<file path="src/rtl/texture_loader.sv">
// Texture BRAM loader: splits one load command into read bursts and writes each returned texel.
// Optional TEXTURE_LOADER_CHECKSUM_EN adds a rolling 16-bit checksum of written texels.
module texture_loader #(
    parameter int ADDR_BITS  = 12,
    parameter int MEM_ADDR_W = 32,
    parameter int BURST_LEN  = 16
) (
    input  logic                  clk,
    input  logic                  rst_n,
    input  logic                  cmd_valid,
    output logic                  cmd_ready,
    input  logic [MEM_ADDR_W-1:0] cmd_mem_base,
    input  logic [ADDR_BITS-1:0]  cmd_tex_addr,
    input  logic [ADDR_BITS:0]    cmd_count,
    input  logic                  abort,
    output logic                  mem_req_valid,
    input  logic                  mem_req_ready,
    output logic [MEM_ADDR_W-1:0] mem_req_addr,
    output logic [7:0]            mem_req_len,
    input  logic                  mem_rsp_valid,
    input  logic [15:0]           mem_rsp_data,
    output logic [ADDR_BITS-1:0]  tex_wr_addr,
    output logic [15:0]           tex_wr_data,
    output logic                  tex_wr_en,
    output logic                  busy,
    output logic                  done,
    output logic                  aborted
`ifdef TEXTURE_LOADER_CHECKSUM_EN
    ,
    output logic [15:0]           checksum
`endif
);

    typedef enum logic [2:0] {S_IDLE, S_REQ, S_DATA, S_DONE, S_ABORT} state_t;

    localparam logic [ADDR_BITS:0] BURST_W = (ADDR_BITS+1)'(BURST_LEN);

    state_t                state, state_nx;
    logic [MEM_ADDR_W-1:0] byte_addr;
    logic [ADDR_BITS-1:0]  tex_idx;
    logic [ADDR_BITS:0]    remaining;
    logic [8:0]            beats_left;
    logic                  draining;
    logic [ADDR_BITS:0]    burst_cnt;
    logic [7:0]            req_len;
    logic                  last_beat;

    always_comb begin
        burst_cnt = remaining;
        if (remaining >= BURST_W)
            burst_cnt = BURST_W;
        req_len = 8'(burst_cnt - 1'b1);
    end

    assign last_beat = mem_rsp_valid && (beats_left == 9'd1);

    always_ff @(posedge clk or negedge rst_n) begin
        if (!rst_n)
            state <= S_IDLE;
        else
            state <= state_nx;
    end

    always_comb begin
        state_nx = state;
        case (state)
            S_IDLE: if (cmd_valid) state_nx = (cmd_count == '0) ? S_DONE : S_REQ;
            S_REQ: begin
                // An accepted request always wins over abort: the burst must be drained.
                if (mem_req_ready)
                    state_nx = S_DATA;
                else if (abort)
                    state_nx = S_ABORT;
            end
            S_DATA: begin
                if (last_beat) begin
                    if (draining || abort)
                        state_nx = S_ABORT;
                    else if (remaining != {{ADDR_BITS{1'b0}}, 1'b1})
                        state_nx = S_REQ;
                    else
                        state_nx = S_DONE;
                end
            end
            S_DONE:  state_nx = S_IDLE;
            S_ABORT: state_nx = S_IDLE;
            default: state_nx = S_IDLE;
        endcase
    end

    always_ff @(posedge clk or negedge rst_n) begin
        if (!rst_n) begin
            byte_addr   <= '0;
            tex_idx     <= '0;
            remaining   <= '0;
            beats_left  <= '0;
            draining    <= 1'b0;
            tex_wr_en   <= 1'b0;
            tex_wr_addr <= '0;
            tex_wr_data <= '0;
        end else begin
            tex_wr_en <= 1'b0;
            case (state)
                S_IDLE: begin
                    if (cmd_valid) begin
                        byte_addr <= {cmd_mem_base[MEM_ADDR_W-1:1], 1'b0};
                        tex_idx   <= cmd_tex_addr;
                        remaining <= cmd_count;
                        draining  <= 1'b0;
                    end
                end
                S_REQ: begin
                    if (mem_req_ready) begin
                        beats_left <= {1'b0, req_len} + 9'd1;
                        draining   <= abort;
                    end
                end
                S_DATA: begin
                    if (abort)
                        draining <= 1'b1;
                    if (mem_rsp_valid) begin
                        beats_left <= beats_left - 9'd1;
                        remaining  <= remaining - 1'b1;
                        byte_addr  <= byte_addr + MEM_ADDR_W'(2);
                        tex_idx    <= tex_idx + 1'b1;
                        // Beats arriving with or after an abort are absorbed, not written.
                        if (!draining && !abort) begin
                            tex_wr_en   <= 1'b1;
                            tex_wr_addr <= tex_idx;
                            tex_wr_data <= mem_rsp_data;
                        end
                    end
                end
                default: ;
            endcase
        end
    end

    assign cmd_ready     = (state == S_IDLE);
    assign busy          = (state != S_IDLE);
    assign mem_req_valid = (state == S_REQ);
    assign mem_req_addr  = (state == S_REQ) ? byte_addr : '0;
    assign mem_req_len   = (state == S_REQ) ? req_len : '0;
    assign done          = (state == S_DONE);
    assign aborted       = (state == S_ABORT);

`ifdef TEXTURE_LOADER_CHECKSUM_EN
    always_ff @(posedge clk or negedge rst_n) begin
        if (!rst_n)
            checksum <= '0;
        else if (state == S_IDLE && cmd_valid)
            checksum <= '0;
        else if (tex_wr_en)
            checksum <= {checksum[14:0], checksum[15]} ^ tex_wr_data;
    end
`endif

endmodule

</file>
<file path="config.mk">
export PLATFORM = sky130hd
export DESIGN_NAME = texture_loader
export DESIGN_NICKNAME = d
export VERILOG_FILES = /design/src/rtl/texture_loader.sv
export SDC_FILE = /design/constraint.sdc
export NUM_CORES = 1
export LEC_CHECK = 0
export ABC_CLOCK_PERIOD_IN_PS = 8320
export CAP_MARGIN = 0
export CORE_ASPECT_RATIO = 1.4
export CORE_MARGIN = 10
export CORE_UTILIZATION = 40
export CTS_CLUSTER_DIAMETER = 40
export DETAILED_ROUTE_END_ITERATION = 8
export PLACE_DENSITY = 0.68
export SYNTH_ARGS = -nofsm -noshare
export SYNTH_HDL_FRONTEND = slang
export SYNTH_SLANG_ARGS = --single-unit
</file>
<file path="constraint.sdc">
create_clock -name clk -period 8.32 [get_ports clk]
set_clock_uncertainty 0.2 [all_clocks]
set_input_delay 0.832 -clock clk [delete_from_list [all_inputs] [get_ports clk]]
set_output_delay 0.832 -clock clk [all_outputs]
set_load 0.05 [all_outputs]
</file>
**After elaboration in Yosys (flattened, before gate mapping)**

Index checks and enable logic that the tools add are counted.

- $lt $le $gt $ge: 1
- Mux-type cells: 30
- Reductions and logical operators: 16
- Equality and inequality tests: 12
- Add/subtract/negate cells: 6

Operators with widths:

| cell | count |
|---|---|
| 32-bit 2-to-1 mux | 3 |
| 32-bit case mux with 2 select lines | 1 |
| 32-bit by 2-bit adder with 32-bit output (second input constant) | 1 |
| 13-bit 2-to-1 mux | 2 |
| 13-bit case mux with 2 select lines | 1 |
| 12-bit 2-to-1 mux | 2 |
| 12-bit case mux with 2 select lines | 1 |
| 9-bit 2-to-1 mux | 2 |
| 9-bit case mux with 2 select lines | 1 |
| 8-bit 2-to-1 mux | 2 |
| 3-bit 2-to-1 mux | 5 |
| 13-bit by 5-bit greater-or-equal comparator with 1-bit output (second input constant) | 1 |
| 13-bit logical NOT | 1 |
| 13-bit by 1-bit inequality test with 1-bit output (second input constant) | 1 |
| 13-bit by 1-bit subtractor with 13-bit output (second input constant) | 1 |
| 12-bit by 1-bit adder with 12-bit output (second input constant) | 1 |
| 3-bit AND reduction | 4 |
| 8-bit by 1-bit adder with 9-bit output (second input constant) | 1 |
| 9-bit by 1-bit equality test with 1-bit output (second input constant) | 1 |
| 3-bit case mux with 3 select lines | 1 |
| 9-bit by 1-bit subtractor with 9-bit output (second input constant) | 1 |
| 2-bit inequality test (second input constant) | 4 |
| 8-bit by 1-bit subtractor with 8-bit output (second input constant) | 1 |
| 3-bit by 2-bit equality test with 1-bit output (second input constant) | 2 |
| 14 further kinds | 24 |

- Logic and storage cells: 74
- Flip-flop bits (word level): 99
- Input port bits: 79

**Longest topological paths before layout**

Gate-level depths: netlist of run 1.

- Word-level depth: 6
- Depth in mapped cells: 11

**Least setup slack after synthesis of run 1**

OpenSTA, ideal clock, no wires.

- Path kind: reg-to-output
- Start: register remaining[6]
- End: output port mem_req_len[5]
- Setup slack: 4318 ps
- Path buffers: 2
- Arrival: 2970 ps
- Cell stages (with the launch flop): 6
- Path through: dfrtp_1 -> buf_6 -> or4_4 -> or3_1 -> buf_2 -> nor4_1

- Word-level cells in the longest chain between the ends: 4

RTL lines:

| what | RTL line | RTL |
|---|---|---|
| start, declared | 41 | `logic [ADDR_BITS:0] remaining;` |
| start signal, assigned | 108 | `remaining <= cmd_count;` |
| start signal, assigned | 123 | `remaining <= remaining - 1'b1;` |
| 13-bit by 5-bit greater-or-equal comparator with 1-bit output | 50 | `if (remaining >= BURST_W)` |
| 8-bit 2-to-1 mux | 50 |  |
| 8-bit by 1-bit subtractor with 8-bit output | 52 | `req_len = 8'(burst_cnt - 1'b1);` |
| 8-bit 2-to-1 mux | 143 | `assign mem_req_len = (state == S_REQ) ? req_len : '0;` |
| end, declared | 19 | `output logic [7:0] mem_req_len,` |

No other way between the ends.

**Worst setup path after layout of run 1**

- Start: register remaining[6]
- End: output port mem_req_len[4]

The elaborated chain is that of the path after synthesis.

==> results of run 1 <==
-- registers in the layout, indices dropped and copies added, names as in the netlist --
signal       count
remaining       13
byte_addr       31
beats_left       9
tex_wr_addr     12
tex_wr_data     16
state            3
tex_idx         12
draining         1
tex_wr_en        1
-- cell usage in the layout (no fill, tap or decap), types with 10 or more instances in the layout --
master and n:
and3_1 10, nand4_1 10, nor3_1 22, clkdlybuf4s50_1 149, a31oi_1 10, dfrtp_1 98, o22ai_1 17, and2_1 34
nand2_1 66, a21oi_1 60, nand3_1 29, nor4_1 15, nor2_1 46, inv_1 13, mux2_2 27, o21ai_0 53
or3_1 10
-- power groups by stage --
stage               sequential (µW)  combinational, µW  clock [µW]
finish                          955               1900         411
global route                    993               2050         439
CTS                             948               1910         417
detailed placement              954               1900           0
global placement                939               1870           0
floorplan                      1050               1170           0
-- through the flow --
stage | instances | power [µW]
floorplan | 682 | 2230
global placement | 978 | 2800
detailed placement | 978 | 2860
CTS | 994 | 3280
global route | 994 | 3480
finish | 994 | 3260
-- cell type report --
class | count | share of cell area (%)
Clock buffer | 9 | 2.90
Clock inverter | 7 | 0.773
Inverter | 13 | 0.628
Multi-Input combinational cell | 520 | 41.0
Sequential cell | 98 | 31.6
Tap cell | 189 | 3.04
Timing Repair Buffer | 158 | 20.1
-- cell families (layout without fill, tap and decap cells) --
kind of cell             Yosys count  in the layout  share of synthesized area, %
adder cells (fa/ha/maj)            8              8                          1.70
XOR/XNOR                           2              2                         0.298
AO/OA/AOI/OAI                    206            206                          21.9
other                              1              1                        0.0639
buffers and inverters             64            187                          4.30
multiplexers                      29             29                          5.52
flip-flops                        98             98                          41.8
AND/OR/NAND/NOR                  274            274                          24.4
-- layer usage --
metal  share of wire [%]  wire [µm]  global-route usage, %  up-vias
li1                    -          -                      -     2743
met1                  38       7250                   20.5     2932
met2                  51       9850                   33.6      230
met3                 9.3       1790                   7.22       28
met4                 1.8        354                   5.91        0
met5                   0          0                      0        -
-- worst paths after layout --
| check | slack (ps) | startpoint | to |
|---|---|---|---|
| hold reg to reg | 290 | beats_left[7] | beats_left[7] |
| setup / recovery | 3510 | remaining[6] | mem_req_len[4] |
| max in group asynchronous | 6460 | rst_n | byte_addr[17] |
| setup reg to reg | 5080 | state[0] | beats_left[7] |
| min in group asynchronous | 300 | rst_n | tex_wr_data[15] |
| hold / removal | 290 | beats_left[7] | beats_left[7] |
==> flow_metrics.tcl, run 1 <==
set metrics [dict create \
    critical_path.top_delay_family "simple AND/OR/NAND/NOR gates" \
    antenna_found_initial 0 \
    register_area_um2 2450 \
    cts-resized-gates 0 \
    cp.required_ps 7290 \
    netlist_top_cells_area "dfrtp_1 (42%), mux2_2 (5.2%), a21oi_1 (5.1%)" \
    p_leak_uw 0.00304 \
    synth_top_area_share_pct 41.8 \
    rsz0062_at_grt "no" \
    clock_path_buffers 2 \
    routed_via_density 5.97 \
    ctsHoldBuffers 0 \
    diodes 0 \
    synth_common_cells "dfrtp_1 (98), nand2_1 (66), a21oi_1 (60)" \
    worstPathArrival_ps 3780 \
    finalSetupViolCount 0 \
    yosysTopAreaCell "dfrtp_1" \
    cts_setup_buffers 0 \
    synth.distinct_cells 67 \
    pwr-share-comb_pct 58.2 \
    syn_nets 769 \
    dr.pass1.iters 5 \
    drtIter0Drc 324 \
    dp_hpwl_mm 13.9 \
    die_x_um 122 \
    syn-cell-area_um2 5870 \
    critical_path_class "flip-flop to primary output" \
    seqPwrFrac_pct 29.3 \
    ys.warnings.count 0 \
    finalWirelength_mm 19.2 \
    pin_count 153 \
    grt_pass1_vias 6072 \
    worst-path-max-fanout 11 \
    final_antenna_net_count 0 \
    synth.most_common_cell "dfrtp_1" \
    cts.sinks 98 \
    period_needed_ps 4810 \
    whs_ps 294 \
    grt_max_degree 97 \
    p_per_area_nw_per_um2 420 \
    die_h_um 163 \
    start_util_pct 40.7 \
    power.internal_uw 1580 \
    stdcell_area_um2 7770 \
    min_path_type "flip-flop to flip-flop" \
    gp_congestion 0.855 \
    async_reset_ff_share_pct 100 \
    crit_buf_inv 2 \
    clkPwrFrac_pct 12.6 \
    nFillCells 1326 \
    root_buffer "clkbuf_16" \
    critPathLaunchType "flip-flop" \
    fin_setup_tns_ps 0 \
    synth_area_per_cell_um2 8.61 \
    gr-total-overflow 0 \
    status "finished clean" \
    cts_buffers 9 \
    crit_path_top_delay_cell "clkdlybuf4s50_1" \
    dp_slack_ps 3900 \
    synth_edf_count 0 \
    hold_viol 0 \
    post-route-drc-count 0 \
    path_clk_slew_ps 80 \
    crit_chain "or4_4, nor4_1, buf_4, nand2_1, ha_1, a31oi_1, nor3_1, o21a_1, clkdlybuf4s50_1" \
    drive_gt1_share_pct 8.07 \
    grt_pass1_wl_mm 30.9 \
    nNetsFinal 887 \
    grt_use_total_pct 19.1 \
    p_sw_share_pct 51.7 \
    end_kind "primary output" \
    p_switching_uw 1690 \
    syn2layout_area_growth_pct 32.4 \
    fin_crit_sh_pct 57.8 \
    tritoncts "done" \
    ff2ff_path_depth 7 \
    synth_cells 682 \
    utilization_pct 53.8 \
    yosysSeqAreaShare_pct 41.8 \
    ys_ff_latch 98 \
    synth-main-ff-cell "dfrtp_1" \
    drv_slew 0 \
    postPlaceCellArea_um2 7490 \
    maxCapViolations 0 \
    num_rows 52 \
    tightestPinTransition_ps 959 \
    multi_input_area_um2 3190 \
    setup_slack_ps 3510 \
    slew_headroom_pct 36.1 \
    coreArea_um2 14400 \
    htreeDepth 3 \
    fmax_mhz 208 \
    clkLatencyLatePin_ps 350 \
    hold_path_depth 1 \
    via_count 5933 \
    io_buffers 150 \
    max-vdd-ir-drop_uv 213 \
    worst-path-stages 9 \
    die-area_um2 20000 \
    cp_slowest_stage_delay_ps 710 \
    wl_per_cell_um 19.4 \
]
Note: power is estimated with default switching activity, not from simulation.
==> run 2, diff against run 1 <==
--- a/config.mk
+++ b/config.mk
@@ -5,7 +5,7 @@
 export SDC_FILE = /design/constraint.sdc
 export NUM_CORES = 1
 export LEC_CHECK = 0
-export ABC_CLOCK_PERIOD_IN_PS = 8320
+export ABC_CLOCK_PERIOD_IN_PS = 4500
 export CAP_MARGIN = 0
 export CORE_ASPECT_RATIO = 1.4
 export CORE_MARGIN = 10
==> constraint.sdc (replaced) <==
create_clock -name clk -period 4.5 [get_ports clk]
set_clock_uncertainty 0.2 [all_clocks]
set_input_delay 0.45 -clock clk [delete_from_list [all_inputs] [get_ports clk]]
set_output_delay 0.45 -clock clk [all_outputs]
set_load 0.05 [all_outputs]
==> flow_metrics.tcl, run 2 (synthesis results as in run 1) <==
set metrics [dict create \
    slew_headroom_pct 38.8 \
    post-route-drc-count 0 \
    cp.required_ps 3850 \
    start_util_pct 40.7 \
    diodes 0 \
    dp_hpwl_mm 14.2 \
    hold_viol 0 \
    grt_use_total_pct 19.1 \
    ff2ff_path_depth 9 \
    clkLatencyLatePin_ps 340 \
    syn2layout_area_growth_pct 34.0 \
    period_needed_ps 4190 \
    worst-path-max-fanout 9 \
    worstPathArrival_ps 3540 \
    cts_buffers 9 \
    p_leak_uw 0.00309 \
    coreArea_um2 14400 \
    top_register "byte_addr" \
    maxCapViolations 0 \
    finalWirelength_mm 19.4 \
    grt_pass1_vias 6108 \
    end_kind "primary output" \
    register_area_um2 2450 \
    drtIter0Drc 388 \
    fmax_mhz 239 \
    cts_setup_buffers 0 \
    clock_path_buffers 2 \
    utilization_pct 54.5 \
    gp_congestion 0.879 \
    ctsHoldBuffers 0 \
    cts-resized-gates 0 \
    largest_register_ffs 31 \
    fin_setup_tns_ps 0 \
    die_x_um 122 \
    antenna_found_initial 0 \
    rsz0062_at_grt "no" \
    top_regs "byte_addr x31, tex_wr_data x16, remaining x13" \
    io_buffers 150 \
    grt_pass1_wl_mm 30.9 \
    num_rows 52 \
    routed_via_density 5.87 \
    wl_per_cell_um 19.4 \
    via_count 5854 \
    fin_crit_sh_pct 93.2 \
    htreeDepth 3 \
    drv_slew 0 \
    final_antenna_net_count 0 \
    critical_path_class "flip-flop to primary output" \
    p_per_area_nw_per_um2 790 \
    nNetsFinal 890 \
    multi_input_area_um2 3190 \
    die-area_um2 20000 \
    min_path_type "input port to async pin" \
    gr-total-overflow 0 \
    cts.sinks 98 \
    mostFrequentLayoutCells "clkdlybuf4s50_1 (147), dfrtp_1 (98), nand2_1 (66), a21oi_1 (60), o21ai_0 (53)" \
    drive_gt1_share_pct 8.54 \
    tritoncts "done" \
    status "finished clean" \
    final_common_cell "clkdlybuf4s50_1" \
    grt_max_degree 97 \
    tightestPinTransition_ps 919 \
    whs_ps 36.9 \
    root_buffer "clkbuf_16" \
    finalSetupViolCount 0 \
    dr.pass1.iters 5 \
    die_h_um 163 \
    max-vdd-ir-drop_uv 453 \
    path_clk_slew_ps 70 \
    nFillCells 1320 \
    critPathLaunchType "flip-flop" \
    pin_count 153 \
]
## run 2: critical path, cell delays in order (launching register included)
cell             delay (ps)
dfrtp_1                 480
or4_4                   540
nor4_1                  510
nand2_1                 160
ha_1                    280
a31oi_1                 420
nor4_1                  100
clkdlybuf4s50_1         720
## run 2: area by class of cell
class,count,area share (%)
Clock buffer,11,3.08
Clock inverter,5,1.40
Inverter,13,0.620
Multi-Input combinational cell,520,40.5
Sequential cell,98,31.2
Tap cell,189,3.00
Timing Repair Buffer,161,20.2
## run 2: where the power goes
part           leakage [µW]  internal, µW  total [µW]  switching, µW
logic               0.00174          1270        3550           2290
clock network      0.000172           564         907            343
registers           0.00119          1280        1760            474
total               0.00309          3110        6220           3100
## run 2: path summary, 6_finish.rpt
kind                          startpoint              to  slack [ps]
min reg2reg                beats_left[7]   beats_left[7]         270
max                         remaining[6]  mem_req_len[6]         310
max in group asynchronous          rst_n    byte_addr[6]        3040
min                                rst_n       tex_wr_en          40
max reg2reg                 remaining[6]   beats_left[7]        1330
min in group clk           beats_left[7]   beats_left[7]         270
## run 2: layer usage
metal  track usage, %  routed length (µm)
met5                0                   0
met4             6.77                 461
met1             20.3                7210
met2             33.8                9860
met3             7.01                1840
## run 2: stage by stage
stage | total power, µW | instance area, µm² | setup slack, ps | instances
final | 6220 | 7870 | 308 | 997
after global routing | 6620 | 7870 | 120 | 997
after global placement | 5220 | 7520 | 779 | 981
after floorplan | 4110 | 5870 | 880 | 682
after CTS | 6250 | 7870 | 314 | 997
after detailed placement | 5310 | 7520 | 694 | 981
==> run 3, diff against run 2 <==
--- a/config.mk
+++ b/config.mk
@@ -9,10 +9,10 @@
 export CAP_MARGIN = 0
 export CORE_ASPECT_RATIO = 1.4
 export CORE_MARGIN = 10
-export CORE_UTILIZATION = 40
+export CORE_UTILIZATION = 50
 export CTS_CLUSTER_DIAMETER = 40
 export DETAILED_ROUTE_END_ITERATION = 8
-export PLACE_DENSITY = 0.68
+export PLACE_DENSITY = 0.82
 export SYNTH_ARGS = -nofsm -noshare
 export SYNTH_HDL_FRONTEND = slang
 export SYNTH_SLANG_ARGS = --single-unit
==> flow_metrics.tcl, run 3 (synthesis results as in run 1) <==
set metrics [dict create \
    cts_buffers 9 \
    hold_viol 42 \
    drive_gt1_share_pct 8.55 \
    via_count 5863 \
    r2r_setup_slack_ps 1450 \
    reg2reg_to "beats_left[7]" \
    clkLatencyLatePin_ps 350 \
    htreeDepth 3 \
    status "finished with violations" \
    cp.required_ps 3850 \
    die_h_um 148 \
    top_register "byte_addr" \
    ff2ff_path_depth 10 \
    grt_pass1_vias 6107 \
    num_rows 46 \
    cp-startpoint "remaining[6]" \
    cts-resized-gates 0 \
    min_path_type "input port to async pin" \
    finalSetupViolCount 0 \
    violations "negative hold slack" \
    fin_setup_tns_ps 0 \
    die_x_um 112 \
    gr-total-overflow 0 \
    critical_path_class "flip-flop to primary output" \
    grt_pass1_wl_mm 30.7 \
    antenna_found_initial 0 \
    fmax_mhz 244 \
    path_clk_slew_ps 70 \
    mostFrequentLayoutCells "clkdlybuf4s50_1 (147), dfrtp_1 (98), nand2_1 (66), a21oi_1 (60), o21ai_0 (53)" \
    p_leak_uw 0.00307 \
    finalWirelength_mm 18.6 \
    p_per_area_nw_per_um2 786 \
    slew_headroom_pct 19.8 \
    syn2layout_area_growth_pct 32.0 \
    drtIter0Drc 339 \
    reg2reg_from "remaining[6]" \
    total_power_uw 6090 \
    rsz0062_at_grt "no" \
    root_buffer "clkbuf_16" \
    tightestPinTransition_ps 1200 \
    pin_count 153 \
    critPathLaunchType "flip-flop" \
    worstPathArrival_ps 3460 \
    diodes 0 \
    max-vdd-ir-drop_uv 494 \
    dr.pass1.iters 8 \
    coreArea_um2 11400 \
    worst-path-max-fanout 11 \
    routed_via_density 6.17 \
    gp_congestion 0.886 \
    whs_ps -28.2 \
    end_kind "primary output" \
    maxCapViolations 0 \
    fin_crit_sh_pct 91.2 \
    start_util_pct 51.5 \
    clock_path_buffers 2 \
    final_common_cell "clkdlybuf4s50_1" \
    die-area_um2 16500 \
    largest_register_ffs 31 \
    nNetsFinal 890 \
    wl_per_cell_um 19.5 \
    tritoncts "done" \
    dp_hpwl_mm 13.5 \
    drv_slew 0 \
    grt_max_degree 58 \
    final_antenna_net_count 0 \
    grt_use_total_pct 22.0 \
    io_buffers 150 \
    post-route-drc-count 0 \
    cts_setup_buffers 0 \
    period_needed_ps 4110 \
    ctsHoldBuffers 0 \
    cts.sinks 98 \
    top_regs "byte_addr x31, tex_wr_data x16, remaining x13" \
]
==> run 3: cell count changes in the layout (fill, tap and decap cells not counted), sizes merged <==
cell,previous run,this run
clkinvlp,0,1
inv,14,13
bufinv,3,1
clkinv,1,2
==> run 3: worst max path at each step <==
stage	to	slack (ps)	depth (start not counted)
CTS	mem_req_len[6]	420	8
global placement	mem_req_len[6]	820	8
finish	mem_req_len[6]	390	8
floorplan	mem_req_len[5]	880	5
detailed placement	mem_req_len[6]	820	8
global route	mem_req_len[6]	200	8
==> run 3: metal layers <==
metal	up-vias	global-route usage, %	part of all wire [%]
met2	225	38.2	51
met4	0	8.12	2.0
met5	-	0	0
li1	2746	-	-
met1	2863	25.4	40
met3	29	5.35	7.5
==> run 3: stage by stage <==
| stage | cell area, µm² | hold WS [ps] | std cells | setup slack [ps] | utilization, % |
|---|---|---|---|---|---|
| floorplan | 5870 | -45.6 | 682 | 880 | - |
| global placement | 7450 | 260 | 936 | 817 | 65.4 |
| detailed placement | 7450 | 266 | 936 | 818 | 65.4 |
| CTS | 7750 | 3.39 | 951 | 422 | 68.0 |
| global route | 7750 | 32.3 | 951 | 202 | 68.0 |
| finish | 7750 | -28.2 | 951 | 394 | 68.0 |
==> run 3: power by group <==
| group | leakage [µW] | switching, µW | internal [µW] | total, µW |
|---|---|---|---|---|
| registers | 0.00119 | 480 | 1280 | 1760 |
| clock network | 0.000148 | 336 | 459 | 795 |
| logic | 0.00173 | 2270 | 1260 | 3530 |
| total | 0.00307 | 3090 | 3010 | 6090 |
==> run 3: area by class of cell <==
| type | instances | area [µm²] |
|---|---|---|
| clock buffer | 11 | 253 |
| clock inverter | 4 | 51.3 |
| fill | 917 | 3640 |
| inverter | 13 | 48.8 |
| multi-input combinational | 520 | 3190 |
| sequential | 98 | 2450 |
| tap | 144 | 180 |
| timing repair buffer | 161 | 1580 |
==> run 3: critical path: stages (launching register included) <==
cell	delay [ps]
dfrtp_1	470
or4_4	540
nor4_1	260
buf_4	230
nand2_1	80
ha_1	270
a31oi_1	420
nor4_1	110
clkdlybuf4s50_1	730
